## src/rtl/tdc_word_aligner_if.sv

```systemverilog
// Bus bundle between the upstream data-shift stage and the word aligner.
// The aligner is the slave: it receives frames and strobes and drives the
// bit-slip selection and status back.
interface tdc_word_aligner_if;
  logic        tick;
  logic        force_realign;
  logic [39:0] data_40b;
  logic [3:0]  shift;
  logic        aligned;
  logic [7:0]  slip_cnt;
  logic [7:0]  loss_cnt;

  modport master (
    output tick, force_realign, data_40b,
    input  shift, aligned, slip_cnt, loss_cnt
  );

  modport slave (
    input  tick, force_realign, data_40b,
    output shift, aligned, slip_cnt, loss_cnt
  );
endinterface

```

## src/rtl/tdc_word_aligner.sv

```systemverilog
// K28.5 comma word aligner. Hunts for a comma in symbol slot 0 by stepping
// the upstream bit-slip selection, waits a few frames after every slip for the
// shift stage to settle, declares lock after a run of good frames and drops it
// after a run of bad frames. Only frames flagged by tick are evaluated.
module tdc_word_aligner #(
  parameter int SETTLE_TICKS = 3,
  parameter int LOCK_COUNT   = 8,
  parameter int UNLOCK_COUNT = 4
) (
  input logic               clk,
  input logic               rst,
  tdc_word_aligner_if.slave align_if
);

  localparam logic [1:0] ST_SETTLE = 2'd0;
  localparam logic [1:0] ST_CHECK  = 2'd1;
  localparam logic [1:0] ST_LOCKED = 2'd2;

  // Counters compare their pre-increment value against the last index so the
  // transition happens on exactly the Nth qualifying tick.
  localparam logic [3:0] SETTLE_LAST = 4'(SETTLE_TICKS - 1);
  localparam logic [7:0] LOCK_LAST   = 8'(LOCK_COUNT - 1);
  localparam logic [7:0] UNLOCK_LAST = 8'(UNLOCK_COUNT - 1);
  localparam logic [3:0] SHIFT_MAX   = 4'd9;

  localparam logic [9:0] K28_5_NEG = 10'b0011111010;
  localparam logic [9:0] K28_5_POS = 10'b1100000101;

  function automatic logic is_comma(input logic [9:0] sym);
    return (sym == K28_5_NEG) || (sym == K28_5_POS);
  endfunction

  function automatic logic [7:0] sat_inc(input logic [7:0] v);
    logic [7:0] r;
    if (v == 8'hFF) begin
      r = v;
    end else begin
      r = v + 8'd1;
    end
    return r;
  endfunction

  logic [1:0] state_q, state_d;
  logic [3:0] settle_cnt_q, settle_cnt_d;
  logic [7:0] good_cnt_q, good_cnt_d;
  logic [7:0] bad_cnt_q, bad_cnt_d;
  logic [3:0] shift_q, shift_d;
  logic       aligned_q, aligned_d;
  logic [7:0] slip_cnt_q, slip_cnt_d;
  logic [7:0] loss_cnt_q, loss_cnt_d;
  logic       good_s;
  logic       unused_data_s;

  assign good_s        = is_comma(align_if.data_40b[9:0]);
  assign unused_data_s = ^align_if.data_40b[39:10];

  // Next-state logic: force_realign overrides any tick; otherwise only ticks advance.
  always_comb begin
    state_d      = state_q;
    settle_cnt_d = settle_cnt_q;
    good_cnt_d   = good_cnt_q;
    bad_cnt_d    = bad_cnt_q;
    shift_d      = shift_q;
    aligned_d    = aligned_q;
    slip_cnt_d   = slip_cnt_q;
    loss_cnt_d   = loss_cnt_q;

    if (align_if.force_realign) begin
      state_d      = ST_SETTLE;
      settle_cnt_d = 4'd0;
      good_cnt_d   = 8'd0;
      bad_cnt_d    = 8'd0;
      aligned_d    = 1'b0;
    end else if (align_if.tick) begin
      case (state_q)
        ST_SETTLE: begin
          // Data is meaningless while the shift stage settles.
          if (settle_cnt_q == SETTLE_LAST) begin
            state_d      = ST_CHECK;
            settle_cnt_d = 4'd0;
            good_cnt_d   = 8'd0;
          end else begin
            settle_cnt_d = settle_cnt_q + 4'd1;
          end
        end
        ST_CHECK: begin
          if (good_s) begin
            if (good_cnt_q == LOCK_LAST) begin
              state_d    = ST_LOCKED;
              good_cnt_d = 8'd0;
              bad_cnt_d  = 8'd0;
              aligned_d  = 1'b1;
            end else begin
              good_cnt_d = good_cnt_q + 8'd1;
            end
          end else begin
            // Slip one bit and give the upstream stage time to follow.
            if (shift_q == SHIFT_MAX) begin
              shift_d = 4'd0;
            end else begin
              shift_d = shift_q + 4'd1;
            end
            slip_cnt_d   = sat_inc(slip_cnt_q);
            good_cnt_d   = 8'd0;
            settle_cnt_d = 4'd0;
            state_d      = ST_SETTLE;
          end
        end
        ST_LOCKED: begin
          if (good_s) begin
            bad_cnt_d = 8'd0;
          end else if (bad_cnt_q == UNLOCK_LAST) begin
            // Lock lost: re-qualify at the current shift before slipping.
            state_d    = ST_CHECK;
            bad_cnt_d  = 8'd0;
            good_cnt_d = 8'd0;
            aligned_d  = 1'b0;
            loss_cnt_d = sat_inc(loss_cnt_q);
          end else begin
            bad_cnt_d = bad_cnt_q + 8'd1;
          end
        end
        default: begin
          state_d      = ST_SETTLE;
          settle_cnt_d = 4'd0;
          good_cnt_d   = 8'd0;
          bad_cnt_d    = 8'd0;
          aligned_d    = 1'b0;
        end
      endcase
    end else begin
      state_d = state_q;
    end
  end

  // State and output registers with synchronous reset.
  always_ff @(posedge clk) begin
    if (rst) begin
      state_q      <= ST_SETTLE;
      settle_cnt_q <= 4'd0;
      good_cnt_q   <= 8'd0;
      bad_cnt_q    <= 8'd0;
      shift_q      <= 4'd0;
      aligned_q    <= 1'b0;
      slip_cnt_q   <= 8'd0;
      loss_cnt_q   <= 8'd0;
    end else begin
      state_q      <= state_d;
      settle_cnt_q <= settle_cnt_d;
      good_cnt_q   <= good_cnt_d;
      bad_cnt_q    <= bad_cnt_d;
      shift_q      <= shift_d;
      aligned_q    <= aligned_d;
      slip_cnt_q   <= slip_cnt_d;
      loss_cnt_q   <= loss_cnt_d;
    end
  end

  assign align_if.shift    = shift_q;
  assign align_if.aligned  = aligned_q;
  assign align_if.slip_cnt = slip_cnt_q;
  assign align_if.loss_cnt = loss_cnt_q;

endmodule

```

## src/flat_wrapper.sv

```systemverilog
// flat-port wrapper written by rule: the top's interface ports become plain ports
module tdc_word_aligner_flat 
#(
  parameter int SETTLE_TICKS = 3,
  parameter int LOCK_COUNT   = 8,
  parameter int UNLOCK_COUNT = 4
)
  (clk, rst, align_if_tick, align_if_force_realign, align_if_data_40b, align_if_shift, align_if_aligned, align_if_slip_cnt, align_if_loss_cnt);
  tdc_word_aligner_if align_if_i ();
  input logic clk;
  input logic rst;
  input wire logic [$bits(align_if_i.tick)-1:0] align_if_tick;
  input wire logic [$bits(align_if_i.force_realign)-1:0] align_if_force_realign;
  input wire logic [$bits(align_if_i.data_40b)-1:0] align_if_data_40b;
  output wire logic [$bits(align_if_i.shift)-1:0] align_if_shift;
  output wire logic [$bits(align_if_i.aligned)-1:0] align_if_aligned;
  output wire logic [$bits(align_if_i.slip_cnt)-1:0] align_if_slip_cnt;
  output wire logic [$bits(align_if_i.loss_cnt)-1:0] align_if_loss_cnt;
  assign align_if_i.tick = align_if_tick;
  assign align_if_i.force_realign = align_if_force_realign;
  assign align_if_i.data_40b = align_if_data_40b;
  assign align_if_shift = align_if_i.shift;
  assign align_if_aligned = align_if_i.aligned;
  assign align_if_slip_cnt = align_if_i.slip_cnt;
  assign align_if_loss_cnt = align_if_i.loss_cnt;
  tdc_word_aligner #(.SETTLE_TICKS(SETTLE_TICKS), .LOCK_COUNT(LOCK_COUNT), .UNLOCK_COUNT(UNLOCK_COUNT)) u_core (.clk(clk), .rst(rst), .align_if(align_if_i));
endmodule
```

## config.mk

```make
export PLATFORM = sky130hd
export DESIGN_NAME = tdc_word_aligner_flat
export DESIGN_NICKNAME = d
export VERILOG_FILES = /design/src/rtl/tdc_word_aligner_if.sv /design/src/rtl/tdc_word_aligner.sv /design/src/flat_wrapper.sv
export SDC_FILE = /design/constraint.sdc
export NUM_CORES = 1
export LEC_CHECK = 0
export ABC_AREA = 1
export CAP_MARGIN = 20
export CORE_MARGIN = 8
export CORE_UTILIZATION = 50
export DETAILED_ROUTE_END_ITERATION = 10
export GPL_TIMING_DRIVEN = 0
export PLACE_DENSITY = 0.8
export SETUP_SLACK_MARGIN = 0.3
export SYNTH_ARGS = -nofsm -noshare
export SYNTH_HDL_FRONTEND = slang
export SYNTH_SLANG_ARGS = --single-unit
```

## constraint.sdc

```tcl
create_clock -name clk -period 4.35 [get_ports clk]
set_input_delay 0.87 -clock clk [delete_from_list [all_inputs] [get_ports clk]]
set_output_delay 0.87 -clock clk [all_outputs]
set_load 0.01 [all_outputs]
```

==> impl_metrics.yaml <==
logic_synthesis:
  syn_inst: 401
  ys_types: 32
  yosysTopAreaCellShare_pct: 31.8
  synth_seq_area_share_pct: 31.8
  synth.net_count: 451
  syn_avg_cell_area_um2: 6.75
  ys_warn_count: 0
  synth_top_area_cell: "dfxtp_1"
  syn_area_um2: 2710
  ys_ff_latch: 43
  synth.top_cells.by_area: "dfxtp_1 (32%), nand2_1 (12%), nor2_1 (9.1%), inv_1 (6.8%), nand3_1 (5.9%)"
routing:
  drt_iter0_markers: 120
  first_pass_iters: 4
  dr_total_vias: 2590
  route.detailed.wl_per_inst_um: 11.8
  drc: 0
  wirelength_um: 6050
  ant_nets: 0
  routed_via_density: 5.06
die:
  fp.dieW_um: 89.6
  die-height_um: 89.6
  floorplan.initialDensity_pct: 52.3
  dieArea_um2: 8030
  num_io_pins: 65
  core_um2: 5170
  num_rows: 26
worst_setup_path:
  critPathTopFamily: "simple AND/OR/NAND/NOR gates"
  cp-startpoint: "align_if_data_40b[8]"
  cp-end-kind: "register"
  cpMostUsedCell: "nand2_4"
  path_max_fanout: 10
  slowest_delay_ns: 0.48
  path_cells: "clkdlybuf4s50_1, nand2_1, nor2_1, nand3_2, nand2_2, buf_6, nand2_4, nand2_4, o21ai_0, a21oi_1"
  critPathBufInv: 2
  cp.required_ns: 4.57
  crit_type: "in2reg"
  arrival_ns: 2.44
  critPathLaunchType: "primary input"
  critPathSlowestCell: "clkdlybuf4s50_1"
  timing.rr.start: "u_core.bad_cnt_q[0]$_SDFFE_PP0P_"
timing:
  max_freq_mhz: 451
  worst_slew_pin_slew_ns: 0.448
  fin_hold_ws_ns: 0.470
  fin_tns_setup_ns: 0
  fin_worst_skew_ns: 0.00477
  fin_crit_ns: 2.22
  relSlewSlack_pct: 70.2
  min_period_over_period_pct: 50.9
  hold_viol: 0
  setup_ws_ns: 2.13
  slew_violations: 0
  setup_viol: 0
  rsz0062_at_grt: "no"
clock_network:
  ctsResizeCount: 0
  clk_pin_slew_ns: 0.08
  tritoncts: "done"
  clock_latency_ns: 0.29
  postCtsSetupBuffers: 0
  cts_buffer_depth: 2
  cts_hold_buf: 0
  root_buffer: "clkbuf_8"
  numCtsBuffers: 5
  cts.sinks: 43
  cts.htree.levels: 2
pwr:
  p_int_uw: 582
  powerDensity_nw_per_um2: 231
  vdd_ir_drop_max_mv: 0.125
  switching_power_uw: 164
  comb_power_share_pct: 6.0
  swShare_pct: 22.0
  power_frac_clock_pct: 41.0
  p_leak_uw: 0.00126
  sequentialPowerShare_pct: 53.0
finish:
  syn2layout_area_growth_pct: 19.6
  num_antenna_cells: 0
  drive_gt1_share_pct: 10.4
  num-nets-final: 492
placement:
  dp_slack_ns: 1.80
  port_buffers: 34
  gp_congestion: 0.857
  dp_hpwl_um: 4660
global_routing:
  grt_pass1_vias: 2420
  grt_pass1_wl_um: 10400
  grtUsageTotal_pct: 16.2
  antenna_found_initial: 0
  grt_start_max_net_pins: 13
  grt_overflow: 0
run_status:
  outcome: "finished, final reports clean"
flow_run:
  cap_violations: 0
min_path:
  holdCritPathClass: "reg2reg"
  hold_start: "u_core.align_if.aligned$_SDFFE_PP0P_"
==> cell type report <==
class	instances	area, um2
Multi-Input combinational cell	298	1590
Buffer	5	42.5
Inverter	55	211
Fill cell	479	1930
Clock inverter	1	30.0
Timing Repair Buffer	34	340
Clock buffer	6	72.6
Sequential cell	43	861
Tap cell	70	87.6
==> layer usage <==
| layer | vias up | global-route usage (%) | routed length [um] |
|---|---|---|---|
| met1 | 1168 | 19.3 | 2790 |
| met2 | 62 | 28.1 | 2880 |
| met3 | 10 | 3.73 | 313 |
| li1 | 1350 | - | - |
| met4 | 0 | 4.38 | 64 |
| met5 | - | 0 | 0 |
==> cell usage after synthesis, drive strengths merged <==
library cell / number
buf: 4
nor3: 6
dfxtp: 43
a21oi: 32
xnor2: 3
clkbuf: 1
nand4: 6
inv: 52
nor2: 78
o21ai: 14
nand2: 98
nand3: 41
ha: 6
xor2: 12
clkinv: 3
nand3b: 1
a31oi: 1
==> layout by cell type (no fill, tap or decap), types with 2 or more instances in the layout <==
| cell | instances |
|---|---|
| a21oi_1 | 31 |
| buf_6 | 3 |
| clkbuf_1 | 2 |
| clkbuf_8 | 5 |
| clkdlybuf4s50_1 | 34 |
| clkinv_1 | 3 |
| dfxtp_1 | 43 |
| ha_1 | 6 |
| inv_1 | 49 |
| inv_2 | 2 |
| nand2_1 | 90 |
| nand2_2 | 4 |
| nand2_4 | 3 |
| nand3_1 | 32 |
| nand3_2 | 7 |
| nand3_4 | 2 |
| nand4_1 | 5 |
| nor2_1 | 66 |
| nor2_2 | 5 |
| nor2_4 | 6 |
| nor3_1 | 6 |
| o21ai_0 | 9 |
| o21ai_1 | 3 |
| o21ai_2 | 2 |
| xnor2_1 | 3 |
| xor2_1 | 12 |
==> power groups by stage <==
stage                     clock [uW]  sequential (uW)  combinational (uW)
after floorplan                    0              405                25.1
after global placement             0              405                44.0
after detailed placement           0              405                44.6
after CTS                        312              396                44.9
after global routing             326              396                50.1
final                            306              396                44.6
==> path summary, 6_finish.rpt <==
check,to,slack (ns),cells after the start
max reg2reg,u_core.good_cnt_q[6]$_SDFFE_PP0P_,2.67,8
max,u_core.settle_cnt_q[3]$_SDFFE_PP0P_,2.13,10
min reg2reg,u_core.align_if.aligned$_SDFFE_PP0P_,0.47,2
min,u_core.align_if.aligned$_SDFFE_PP0P_,0.47,2
==> cells by family (layout without fill, tap and decap cells) <==
logic type      after synthesis  in the layout  synth area share (%)
flops                        43             43                  31.8
xor+xnor                     15             15                  4.85
simple gates                230            230                  42.1
compound gates               47             47                  9.15
fa+ha+maj                     6              6                  2.77
buf+inv                      60            101                  9.38
==> metrics by stage <==
step | instance area [um2] | instances | utilization (%) | power [uW]
2_1_floorplan | 2710 | 401 | - | 430
3_5_place_dp | 3140 | 505 | 60.6 | 450
6_report | 3240 | 512 | 62.6 | 747
4_1_cts | 3240 | 512 | 62.6 | 753
5_1_grt | 3240 | 512 | 62.6 | 772
3_3_place_gp | 3140 | 505 | 60.6 | 449
==> worst reg2reg max path, cell delays in order (launching register included) <==
cell,delay [ns]
dfxtp_1,0.41
ha_1,0.22
nand3_1,0.09
nor2_1,0.19
nand3_2,0.14
nand2_2,0.13
nand2_2,0.14
o21ai_0,0.20
nor2_1,0.06
==> sequential cells by signal (all words and copies together), names as in the netlist <==
signal / flops
u_core.align_if.loss_cnt: 8
u_core.align_if.slip_cnt: 8
u_core.bad_cnt_q: 8
u_core.good_cnt_q: 8
u_core.align_if.shift: 4
u_core.settle_cnt_q: 4
u_core.state_q: 2
u_core.align_if.aligned: 1
Note: power is estimated with default switching activity, not from simulation.
